===== config.mk =====
export PLATFORM = sky130hd
export DESIGN_NAME = axis2axi_out_stride
export DESIGN_NICKNAME = d
export VERILOG_FILES = /design/src/rtl/axis2axi_out_stride_pkg.sv /design/src/rtl/axis2axi_out_stride_beat_cnt.sv /design/src/rtl/axis2axi_out_stride.sv
export SDC_FILE = /design/constraint.sdc
export NUM_CORES = 2
export LEC_CHECK = 0
export ABC_AREA = 0
export CAP_MARGIN = 20
export CORE_UTILIZATION = 30
export DETAILED_ROUTE_END_ITERATION = 8
export PLACE_DENSITY = 0.48
export SYNTH_ARGS = -nofsm -noshare
export SYNTH_HDL_FRONTEND = slang
export SYNTH_SLANG_ARGS = --single-unit

===== constraint.sdc =====
create_clock -name clk_i -period 18.1 [get_ports clk_i]
set_clock_uncertainty 0.1 [all_clocks]
set_input_delay 3.62 -clock clk_i [delete_from_list [all_inputs] [get_ports clk_i]]
set_output_delay 3.62 -clock clk_i [all_outputs]
set_load 0.005 [all_outputs]

===== src/rtl/axis2axi_out_stride_pkg.sv =====
// Shared definitions for the strided-read command generator.
package axis2axi_out_stride_pkg;

  typedef enum logic [1:0] {
    ST_IDLE  = 2'd0,
    ST_ISSUE = 2'd1,
    ST_DRAIN = 2'd2,
    ST_DONE  = 2'd3
  } state_t;

  // Byte-to-word shift: addresses are word aligned, so the low two bits are dropped.
  localparam int unsigned WORD_SHIFT = 2;

endpackage


===== src/rtl/axis2axi_out_stride_beat_cnt.sv =====
// Up-counter with clear, load and equal-to-target flags.
// eq_o compares the held count; hit_o compares the count this cycle's increment produces.
module axis2axi_beat_cnt #(
  parameter int unsigned W = 40
) (
  input  logic         clk_i,
  input  logic         arst_i,
  input  logic         cke_i,
  input  logic         clr_i,
  input  logic         load_i,
  input  logic [W-1:0] load_val_i,
  input  logic         inc_i,
  input  logic [W-1:0] target_i,
  output logic [W-1:0] count_o,
  output logic         eq_o,
  output logic         hit_o
);

  logic [W-1:0] count_r;
  logic [W-1:0] count_inc_s;

  assign count_inc_s = count_r + {{(W-1){1'b0}}, inc_i};

  // Counter register: clear beats load, load beats increment.
  always_ff @(posedge clk_i or posedge arst_i) begin
    if (arst_i) begin
      count_r <= {W{1'b0}};
    end else if (cke_i) begin
      if (clr_i) begin
        count_r <= {W{1'b0}};
      end else if (load_i) begin
        count_r <= load_val_i;
      end else begin
        count_r <= count_inc_s;
      end
    end
  end

  assign count_o = count_r;
  assign eq_o    = (count_r == target_i);
  assign hit_o   = (count_inc_s == target_i);

endmodule


===== src/rtl/axis2axi_out_stride.sv =====
// Strided-read command generator: one 2D command in, one config_out transfer per row out,
// completion pulse once every word of every row has passed the downstream stream port.
module axis2axi_out_stride
  import axis2axi_out_stride_pkg::*;
#(
  parameter int unsigned AXI_ADDR_W = 24,
  parameter int unsigned ROWS_W     = 16
) (
  input  logic                  clk_i,
  input  logic                  cke_i,
  input  logic                  arst_i,
  input  logic [AXI_ADDR_W-1:0] cmd_base_i,
  input  logic [AXI_ADDR_W-1:0] cmd_row_len_i,
  input  logic [AXI_ADDR_W-1:0] cmd_stride_i,
  input  logic [ROWS_W-1:0]     cmd_rows_i,
  input  logic                  cmd_valid_i,
  output logic                  cmd_ready_o,
  output logic [AXI_ADDR_W-1:0] config_out_addr_o,
  output logic [AXI_ADDR_W-1:0] config_out_length_o,
  output logic                  config_out_valid_o,
  input  logic                  config_out_ready_i,
  input  logic                  axis_valid_i,
  input  logic                  axis_ready_i,
  output logic                  busy_o,
  output logic                  done_o
);

  localparam int unsigned TW = AXI_ADDR_W + ROWS_W;

  state_t                state_r;
  state_t                state_nx_s;
  logic [AXI_ADDR_W-1:0] addr_r;
  logic [AXI_ADDR_W-1:0] stride_r;
  logic [AXI_ADDR_W-1:0] len_r;
  logic [ROWS_W-1:0]     rows_r;
  logic [ROWS_W-1:0]     row_cnt_r;
  logic [TW-1:0]         total_r;
  logic                  cfg_valid_r;
  logic                  done_r;

  logic                  accept_s;
  logic                  zero_s;
  logic                  hs_s;
  logic                  last_row_s;
  logic                  beat_s;
  logic                  drained_s;
  logic                  cfg_valid_nx_s;
  logic                  done_nx_s;
  logic [TW-1:0]         total_s;
  logic [TW-1:0]         beat_cnt_s;
  logic                  cnt_eq_s;
  logic                  cnt_hit_s;

  assign accept_s   = (state_r == ST_IDLE) & cmd_valid_i;
  assign zero_s     = (cmd_rows_i == {ROWS_W{1'b0}}) | (cmd_row_len_i == {AXI_ADDR_W{1'b0}});
  assign hs_s       = cfg_valid_r & config_out_ready_i;
  assign last_row_s = (row_cnt_r == (rows_r - {{(ROWS_W-1){1'b0}}, 1'b1}));
  assign beat_s     = axis_valid_i & axis_ready_i &
                      ((state_r == ST_ISSUE) | (state_r == ST_DRAIN));
  // Either the count already sits at total or this cycle's beat takes it there.
  assign drained_s  = (cnt_eq_s | cnt_hit_s) & (beat_cnt_s <= total_r);
  assign total_s    = TW'(cmd_rows_i) * TW'(cmd_row_len_i);

  // State register.
  always_ff @(posedge clk_i or posedge arst_i) begin
    if (arst_i) begin
      state_r <= ST_IDLE;
    end else if (cke_i) begin
      state_r <= state_nx_s;
    end
  end

  // Next-state decode; a short command skips straight to DONE.
  always_comb begin
    state_nx_s = state_r;
    case (state_r)
      ST_IDLE: begin
        if (cmd_valid_i) begin
          state_nx_s = zero_s ? ST_DONE : ST_ISSUE;
        end else begin
          state_nx_s = ST_IDLE;
        end
      end
      ST_ISSUE: begin
        if (hs_s && last_row_s) begin
          state_nx_s = ST_DRAIN;
        end else begin
          state_nx_s = ST_ISSUE;
        end
      end
      ST_DRAIN: begin
        if (drained_s) begin
          state_nx_s = ST_DONE;
        end else begin
          state_nx_s = ST_DRAIN;
        end
      end
      ST_DONE: state_nx_s = ST_IDLE;
      default: state_nx_s = ST_IDLE;
    endcase
  end

  // Registered-output decode from the upcoming state.
  always_comb begin
    cfg_valid_nx_s = (state_nx_s == ST_ISSUE);
    done_nx_s      = (state_nx_s == ST_DONE);
  end

  // Command capture, row address advance and output registers.
  always_ff @(posedge clk_i or posedge arst_i) begin
    if (arst_i) begin
      addr_r      <= {AXI_ADDR_W{1'b0}};
      stride_r    <= {AXI_ADDR_W{1'b0}};
      len_r       <= {AXI_ADDR_W{1'b0}};
      rows_r      <= {ROWS_W{1'b0}};
      row_cnt_r   <= {ROWS_W{1'b0}};
      total_r     <= {TW{1'b0}};
      cfg_valid_r <= 1'b0;
      done_r      <= 1'b0;
    end else if (cke_i) begin
      cfg_valid_r <= cfg_valid_nx_s;
      done_r      <= done_nx_s;
      if (accept_s) begin
        addr_r    <= (cmd_base_i >> WORD_SHIFT) << WORD_SHIFT;
        stride_r  <= (cmd_stride_i >> WORD_SHIFT) << WORD_SHIFT;
        len_r     <= cmd_row_len_i;
        rows_r    <= cmd_rows_i;
        row_cnt_r <= {ROWS_W{1'b0}};
        total_r   <= total_s;
      end else if ((state_r == ST_ISSUE) && hs_s) begin
        addr_r    <= addr_r + stride_r;
        row_cnt_r <= row_cnt_r + {{(ROWS_W-1){1'b0}}, 1'b1};
      end
    end
  end

  axis2axi_beat_cnt #(
    .W (TW)
  ) u_beat_cnt (
    .clk_i      (clk_i),
    .arst_i     (arst_i),
    .cke_i      (cke_i),
    .clr_i      (accept_s),
    .load_i     (1'b0),
    .load_val_i ({TW{1'b0}}),
    .inc_i      (beat_s),
    .target_i   (total_r),
    .count_o    (beat_cnt_s),
    .eq_o       (cnt_eq_s),
    .hit_o      (cnt_hit_s)
  );

  assign cmd_ready_o         = (state_r == ST_IDLE);
  assign busy_o              = (state_r != ST_IDLE);
  assign config_out_addr_o   = addr_r;
  assign config_out_length_o = len_r;
  assign config_out_valid_o  = cfg_valid_r;
  assign done_o              = done_r;

endmodule


==> impl_metrics.ini <==
[floorplan]
dieArea_um2 = 80470
ios = 147
dieHeight_um = 283.7
core.rowCount = 102
coreArea_um2 = 77980
die_w_um = 283.7
start_util = 0.3052

[global_routing]
grt_start_max_net_pins = 81
grt_pass1_wl_um = 113900
grt.total_usage = 0.1775
antenna_found_initial = 2
grt_pass1_vias = 20325
grt_overflow = 0

[clocking]
hold_buffers = 0
cts_root_buf = clkbuf_16
cts_tree = done
worstSkewPairLatency_ns = 0.49
ctsLongestPathBuffers = 2
cts_repair_resize_count = 0
cts_buffers = 17
path_clk_slew_ns = 0.09
cts_num_sinks = 184
htree_levels = 4
cts_setup_buffers = 0

[layout]
fin_util = 0.3439
regArea_um2 = 4604
diodes = 0
fillers = 8120
layout-drive-gt1-share = 0.03286
nets = 3430
fin_area_um2 = 26820
syn_to_final_growth_pct = 12.67
instances_no_fill = 3901
multi_input_area_um2 = 17070

[logic_synthesis]
synth_ff_type = dfrtp_1
synth_top_area_share = 0.2582
synth_edf_count = 0
yosys_warnings = 0
yosysTopAreaCell = fa_1
synthTopCellsByArea = fa_1 26%, dfrtp_1 19%, ha_1 9.5%, nand2_1 8.8%, inv_1 6.4%
synth_cell_types = 79
synth_area_per_cell_um2 = 8.501
synth_area_um2 = 23800
synth-async-reset-ratio = 1.000
synth_cells = 2800
synth_seq_cells = 184
ys_seq_area_frac = 0.1935

[power]
p_leak_nw = 12.76
finalPower_mw = 5.116
power.density_nw_per_um2 = 190.8
ir_worst_vdd_v = 0.0001875

[drt]
wirelength_um = 69710
drt_iter0_markers = 1167
dr_total_vias = 19280
wl_per_cell_um = 17.87
vias_per_cell = 4.942
drt_pre_antenna_iters = 5
ant_nets = 0
drcViolationCount = 0

[sta]
maxSlewViolCount = 0
setup_viol = 0
max_slew_margin = 0.2244
period_share = 0.6076
rsz0062_at_grt = no
clock.fmax_ghz = 0.09093
finalHoldViolCount = 0
min_period_ns = 11.00
worst_pin_slew_ns = 1.159
tns_ns = 0

[setup_path]
cp-end-kind = flop
startpoint_type = primary input
cp_data_required_time_ns = 18.38
cp-startpoint = cmd_row_len_i[12]
critPathKind = in -> reg
reg2reg_slack_ns = 13.41
crit_fanout = 18
reg2reg_to = config_out_valid_o$_DFFE_PP0P_
r2r_cells = 14
crit_arrival_ns = 11.27
r2r_start = state_r[0]$_DFFE_PP0P_
crit_end = total_r[39]$_DFFE_PP0P_

[placed_design]
post-dp-hpwl_um = 52360
placed_cell_area_um2 = 26180
placed_cells = 3868
gp_congestion = 0.9163
place.port_buffers = 140

[min_path]
hold_class = reg -> reg

[run]
max-cap-violations = 0

[status]
outcome = completed
## synthesized netlist by cell type, types with 7 or more instances
library cell,instances
mux2i_1,8
and3_1,23
fa_1,307
and2_1,168
o22ai_1,15
nor2_1,89
nand4_1,27
o21a_1,11
a31oi_1,9
xor2_1,63
xnor2_1,83
nor3b_1,7
o31ai_1,20
o21ai_0,125
a21oi_1,96
nand3_1,48
nand2b_1,7
dfrtp_1,184
or3_1,9
nor4_1,25
a211oi_1,11
buf_4,7
nor2b_1,8
inv_1,408
buf_1,8
nand2_1,560
ha_1,180
a21o_1,26
clkbuf_1,119
o21bai_1,7
a22o_1,7
nor3_1,32
## cell usage in the layout, fill, tap and decap left out, types with 15 or more instances in the layout
cell	n
a21o_1	26
a21oi_1	96
and2_1	167
and3_1	23
buf_4	28
clkbuf_16	18
clkdlybuf4s50_1	139
dfrtp_1	184
fa_1	307
ha_1	180
inv_1	407
nand2_1	559
nand3_1	48
nand4_1	27
nor2_1	88
nor3_1	32
nor4_1	25
o21ai_0	125
o22ai_1	15
o31ai_1	20
xnor2_1	83
xor2_1	63
## per-layer routing
metal / share of wire / track usage / vias up / routed length [um]
li1: - / - / 9013 / -
met1: 0.47 / 0.2434 / 9719 / 32460
met2: 0.48 / 0.2969 / 457 / 33390
met3: 0.038 / 0.02066 / 91 / 2619
met4: 0.018 / 0.04270 / 0 / 1239
met5: 0 / 0 / - / 0
## state kept, by name (all words and copies together), names as in the netlist
| register | flops |
|---|---|
| u_beat_cnt.count_o | 40 |
| done_o | 1 |
| stride_r | 22 |
| row_cnt_r | 16 |
| config_out_length_o | 24 |
| total_r | 40 |
| config_out_addr_o | 22 |
| state_r | 2 |
| rows_r | 16 |
| config_out_valid_o | 1 |
## worst max-delay path, cell delays in order
cell and delay [ns]:
clkdlybuf4s50_1 1.20, nand2_1 0.21, fa_1 0.59, inv_1 0.06
fa_1 0.48, fa_1 0.50, fa_1 0.44, fa_1 0.52
inv_1 0.05, fa_1 0.48, inv_1 0.06, ha_1 0.43
nand4_1 0.17, nor3_1 0.48, nand2_1 0.10, a21o_1 0.21
a2111oi_0 0.75, a21oi_1 0.28, o21ai_0 0.32, mux2i_1 0.22
nand2_1 0.06
## kinds of logic after synthesis
group,synth area share
muxes,0.003364
adders and majority gates,0.3528
DFF,0.1935
xor gates and xnor gates,0.05372
and+or+nand+nor,0.2059
buffers and inverters,0.09036
other,0.0001576
AOI/OAI and AO/OA,0.1002
## cell type report
cell class | instances | area share
Multi-Input combinational cell | 2066 | 0.6365
Sequential cell | 184 | 0.1717
Timing Repair Buffer | 171 | 0.06289
Inverter | 408 | 0.05739
Tap cell | 1040 | 0.04852
Clock buffer | 18 | 0.01638
Clock inverter | 14 | 0.006579
## report_power, final
group          switching, mW  internal, mW
Sequential             0.117         0.531
Clock                  0.212         0.192
Combinational           2.32          1.74
Total                   2.65          2.47
## per-stage QoR
| step | hold slack, ns | worst slack [ns] |
|---|---|---|
| 2_1_floorplan | 0.3497 | 8.237 |
| 3_3_place_gp | 0.3594 | 6.746 |
| 3_5_place_dp | 0.3643 | 6.649 |
| 4_1_cts | 0.3860 | 7.152 |
| 5_1_grt | 0.4021 | 6.749 |
| 6_report | 0.3800 | 7.103 |
## how the worst min path moves through the flow
stage,to,cells past startpoint,startpoint,slack [ns]
3_3_place_gp,config_out_length_o[20]$_DFFE_PP0P_,2,config_out_length_o[20]$_DFFE_PP0P_,0.36
5_1_grt,config_out_length_o[18]$_DFFE_PP0P_,2,config_out_length_o[18]$_DFFE_PP0P_,0.40
2_1_floorplan,stride_r[10]$_DFFE_PP0P_,2,stride_r[10]$_DFFE_PP0P_,0.35
6_report,config_out_length_o[18]$_DFFE_PP0P_,2,config_out_length_o[18]$_DFFE_PP0P_,0.38
3_5_place_dp,config_out_length_o[18]$_DFFE_PP0P_,2,config_out_length_o[18]$_DFFE_PP0P_,0.36
4_1_cts,config_out_length_o[18]$_DFFE_PP0P_,2,config_out_length_o[18]$_DFFE_PP0P_,0.39
(Power assumes the default switching activity.)
